<file path="src/rtl/pipe_reg_chain_if.sv">
// rtl/pipe_reg_chain_if.sv - upstream and downstream valid/ready ports of pipe_reg_chain
interface pipe_reg_chain_if #(
  parameter int WIDTH = 8
);
  logic             in_valid;
  logic             in_ready;
  logic [WIDTH-1:0] in_data;
  logic             out_valid;
  logic             out_ready;
  logic [WIDTH-1:0] out_data;

  modport master (
    output in_valid, in_data, out_ready,
    input  in_ready, out_valid, out_data
  );

  modport slave (
    input  in_valid, in_data, out_ready,
    output in_ready, out_valid, out_data
  );
endinterface

</file>
<file path="src/rtl/pipe_reg_chain.sv">
// rtl/pipe_reg_chain.sv - DEPTH-stage valid/ready register pipeline with bubble collapse
// Optional synchronous flush port enabled by PIPE_REG_FLUSH_EN.
module pipe_reg_chain #(
  parameter int WIDTH = 8,
  parameter int DEPTH = 4,
  parameter int CNT_W = $clog2(DEPTH + 1)
) (
  input  logic             clk,
  input  logic             rst,
`ifdef PIPE_REG_FLUSH_EN
  input  logic             flush,
`endif
  pipe_reg_chain_if.slave  bus,
  output logic [CNT_W-1:0] occupancy
);

  logic [DEPTH-1:0] v;
  logic [DEPTH-1:0] en;
  logic [WIDTH-1:0] d [DEPTH];
  logic             fl;
  logic             take_out;

`ifdef PIPE_REG_FLUSH_EN
  assign fl = flush;
`else
  assign fl = 1'b0;
`endif

  assign take_out = v[DEPTH-1] & bus.out_ready & ~fl;

  // A stage may load when some stage at or beyond it is empty, or the full tail drains this cycle.
  always_comb begin : enable_calc
    logic full_tail;
    full_tail = 1'b1;
    en        = '0;
    for (int i = DEPTH - 1; i >= 0; i--) begin
      full_tail = full_tail & v[i];
      en[i]     = ~full_tail | take_out;
    end
  end

  assign bus.in_ready  = en[0] & ~fl;
  assign bus.out_valid = v[DEPTH-1] & ~fl;
  assign bus.out_data  = d[DEPTH-1];
  assign occupancy     = CNT_W'($countones(v));

  always_ff @(posedge clk or posedge rst) begin
    if (rst) begin
      v <= '0;
      for (int i = 0; i < DEPTH; i++) begin
        d[i] <= '0;
      end
    end else if (fl) begin
      v <= '0;
    end else begin
      if (en[0]) begin
        v[0] <= bus.in_valid;
        if (bus.in_valid) begin
          d[0] <= bus.in_data;
        end
      end
      for (int i = 1; i < DEPTH; i++) begin
        if (en[i]) begin
          v[i] <= v[i-1];
          if (v[i-1]) begin
            d[i] <= d[i-1];
          end
        end
      end
    end
  end

endmodule

</file>
<file path="src/flat_wrapper.sv">
// flat-port wrapper written by rule: the top's interface ports become plain ports
module pipe_reg_chain_flat 
#(
  parameter int WIDTH = 8,
  parameter int DEPTH = 4,
  parameter int CNT_W = $clog2(DEPTH + 1)
)
  (clk, rst, occupancy, bus_in_valid, bus_in_data, bus_out_ready, bus_in_ready, bus_out_valid, bus_out_data);
  pipe_reg_chain_if #(.WIDTH(WIDTH)) bus_i ();
  input  logic clk;
  input  logic rst;
  output logic [CNT_W-1:0] occupancy;
  input wire logic [$bits(bus_i.in_valid)-1:0] bus_in_valid;
  input wire logic [$bits(bus_i.in_data)-1:0] bus_in_data;
  input wire logic [$bits(bus_i.out_ready)-1:0] bus_out_ready;
  output wire logic [$bits(bus_i.in_ready)-1:0] bus_in_ready;
  output wire logic [$bits(bus_i.out_valid)-1:0] bus_out_valid;
  output wire logic [$bits(bus_i.out_data)-1:0] bus_out_data;
  assign bus_i.in_valid = bus_in_valid;
  assign bus_i.in_data = bus_in_data;
  assign bus_i.out_ready = bus_out_ready;
  assign bus_in_ready = bus_i.in_ready;
  assign bus_out_valid = bus_i.out_valid;
  assign bus_out_data = bus_i.out_data;
  pipe_reg_chain #(.WIDTH(WIDTH), .DEPTH(DEPTH), .CNT_W(CNT_W)) u_core (.clk(clk), .rst(rst), .bus(bus_i), .occupancy(occupancy));
endmodule
</file>
<file path="config.mk">
export PLATFORM = sky130hd
export DESIGN_NAME = pipe_reg_chain_flat
export DESIGN_NICKNAME = d
export VERILOG_FILES = /design/src/rtl/pipe_reg_chain_if.sv /design/src/rtl/pipe_reg_chain.sv /design/src/flat_wrapper.sv
export SDC_FILE = /design/constraint.sdc
export NUM_CORES = 1
export LEC_CHECK = 0
export ABC_AREA = 1
export BUFFER_PORTS_ARGS = -buffer_cell sky130_fd_sc_hd__buf_2
export CAP_MARGIN = 5
export CORE_MARGIN = 3
export CORE_UTILIZATION = 40
export DETAILED_ROUTE_END_ITERATION = 10
export PLACE_DENSITY = 0.66
export SYNTH_ARGS = -nofsm -noshare
export SYNTH_HDL_FRONTEND = slang
export SYNTH_SLANG_ARGS = --single-unit
</file>
<file path="constraint.sdc">
create_clock -name clk -period 1.9 [get_ports clk]
set_input_delay 0.38 -clock clk [delete_from_list [all_inputs] [get_ports clk]]
set_output_delay 0.38 -clock clk [all_outputs]
set_load 0.1 [all_outputs]
</file>
==> flow_summary.yaml <==
synthesis:
  ys_ff_latch: 36
  netlist_instances: 173
  synth_cell_type_count: 15
  ys_top_cells_by_area: "dfrtp_1, nand2_1, nand3_1, buf_4, ha_1"
  synth_warnings: 0
  synth_top_cell_by_area: "dfrtp_1"
  synth_top_area_share_pct: 56.47
  seq_area_frac_synth_pct: 56.47
  syn_nets: 189
  synth_area_sq_um: 1595
  synth_area_per_cell_sq_um: 9.221
die:
  dieArea_sq_um: 4782
  die_h_microns: 69.15
  initial_core_util_pct: 42.61
  fp.dieW_microns: 69.15
  fp.coreArea_sq_um: 3744
  fp-row-count: 22
  io_pins: 25
cells_and_area:
  final_cell_mix: "nand2_1, dfrtp_1, nand3_1"
  final_common_cell: "nand2_1"
  antenna_cells: 0
  layout.nets: 214
  area_growth_pct: 19.76
  layout-drive-gt1-share_pct: 27.14
worst_hold_path:
  worstHoldPathType: "in -> async"
cts:
  clk_pin_slew_ns: 0.07
  clk_path_buf_depth: 2
  cts_hold_buf: 0
  clock_latency_ns: 0.28
  cts_buffers: 5
  cts_tree: "yes"
  ctsHtreeMaxLevel: 2
  cts_sinks: 36
  clock-root-buffer: "clkbuf_8"
grt:
  overflow: 0
  grt_usage_pct: 12.59
  grt_start_max_net_pins: 37
  grt_pass1_wl_mm: 4.933
  antenna_found_initial: 0
  grt_pass1_vias: 1142
sta:
  fmax_mhz: 420.4
  setup_viol_count_final: 2
  min_period_ns: 2.379
  layout_setup_ws_ns: -0.4786
  hold_viol_final: 0
  fin_crit_sh_pct: 125.2
  rsz0062_at_grt: "yes"
  tns_ns: -0.7599
  tightest_slew_ns: 0.4852
  slew_viol_final: 0
  slew_headroom_pct: 67.88
  finalClockSkew_ns: 0.001689
drt:
  drt-initial-drc-count: 51
  wl_mm: 2.621
  ant_nets: 0
  vias_per_cell: 4.543
  wire_per_inst_microns: 10.61
  drc: 0
  via_count: 1122
  dr.pass1.iters: 4
setup_path:
  end_kind: "output pin"
  cp_common_cell: "ha_4"
  cp_data_arrival_time_ns: 2.00
  critPathKind: "reg -> out"
  critPathMaxFanout: 2
  cpPeakStageDelay_ns: 0.54
  r2r_start: "u_core.v[3]$_DFFE_PP0P_"
  cpMaxStageDelayCell: "fa_2"
  crit_path_start_kind: "flop"
  required_ns: 1.52
  cp_cell_sequence: "ha_4 > ha_4 > inv_2 > fa_2 > clkinvlp_4 > buf_12"
  worstSetupStartpoint: "u_core.v[3]$_DFFE_PP0P_"
placed_design:
  gp_congestion: 0.7028
  place.port_buffers: 24
  place_hpwl_mm: 1.955
job:
  drv_cap: 0
outcome:
  status: "complete, but fails checks"
  violations: "negative setup slack"
## synth_stat cells
| cell type | number |
|---|---|
| nand3_2 | 2 |
| o21ai_0 | 1 |
| nand3_1 | 31 |
| nand2_4 | 2 |
| nand2_2 | 4 |
| buf_6 | 3 |
| buf_2 | 1 |
| buf_4 | 9 |
| inv_1 | 8 |
| inv_2 | 1 |
| fa_1 | 1 |
| ha_1 | 3 |
| nor2_2 | 1 |
| dfrtp_1 | 36 |
| nand2_1 | 70 |
## what timing repair did
action / 4_1_cts / 5_1_grt
setup buffers: 0 / 0
endpoints found under the hold margin: 0 / 0
setup endpoints to repair: 2 / 2
gates resized for setup: 1 / 1
## metal layers
metal / part of all wire, % / vias up / GRT usage [%]
met3: 5.5 / 5 / 3.936
met1: 47 / 502 / 15.65
met5: 0 / - / 0
li1: - / 589 / -
met2: 47 / 26 / 20.23
met4: 1.2 / 0 / 5.206
## final timing paths
kind	end	slack, ns	cells past startpoint
min in group clk	u_core.d[30]$_DFFE_PP0P_	0.33	3
worst min register to register	u_core.bus.out_data[4]$_DFFE_PP0P_	0.47	2
worst max register to register	u_core.d[27]$_DFFE_PP0P_	0.40	9
worst max-delay path	occupancy[1]	-0.48	6
max in group asynchronous	u_core.v[3]$_DFFE_PP0P_	1.36	3
worst min-delay path	u_core.d[25]$_DFFE_PP0P_	0.18	3
## kinds of logic after synthesis
kind of cell | share of synthesized area [%]
simple gates | 30.82
flops | 56.47
buf+inv | 8.783
fa+ha+maj | 3.608
compound gates | 0.3134
## flip-flops by register name, summed over array words and instances (netlist names)
name,count
u_core.bus.out_data,8
u_core.d,24
u_core.v,4
## worst max-delay path, delay by kind of cell (launching register included)
family / cells / cell delay (ns)
adders and majority gates: 3 / 0.94
DFF: 1 / 0.49
buffers and inverters: 3 / 0.29
## area by class of cell
cell class	instances	area, sq um
Clock buffer	8	90.09
Inverter	9	41.29
Tap cell	48	60.06
Fill cell	395	1833
Timing Repair Buffer	31	232.7
Sequential cell	36	904.6
Multi-Input combinational cell	115	581.8
## through the flow
step,std cells,util (%),worst slack [ns],hold WS [ns],instance area [sq um]
floorplan,173,-,-0.5066,0.4425,1632
global placement,239,48.56,-0.1689,0.4494,1818
detailed placement,239,48.56,-0.1823,0.4574,1818
CTS,247,50.97,-0.4936,0.1976,1908
global route,247,51.04,-0.5569,0.2249,1911
finish,247,51.04,-0.4786,0.1788,1911
Power is left out: the tool's default activity adds up to more than one toggle a clock period on the data nets, which glitch-free logic cannot reach.
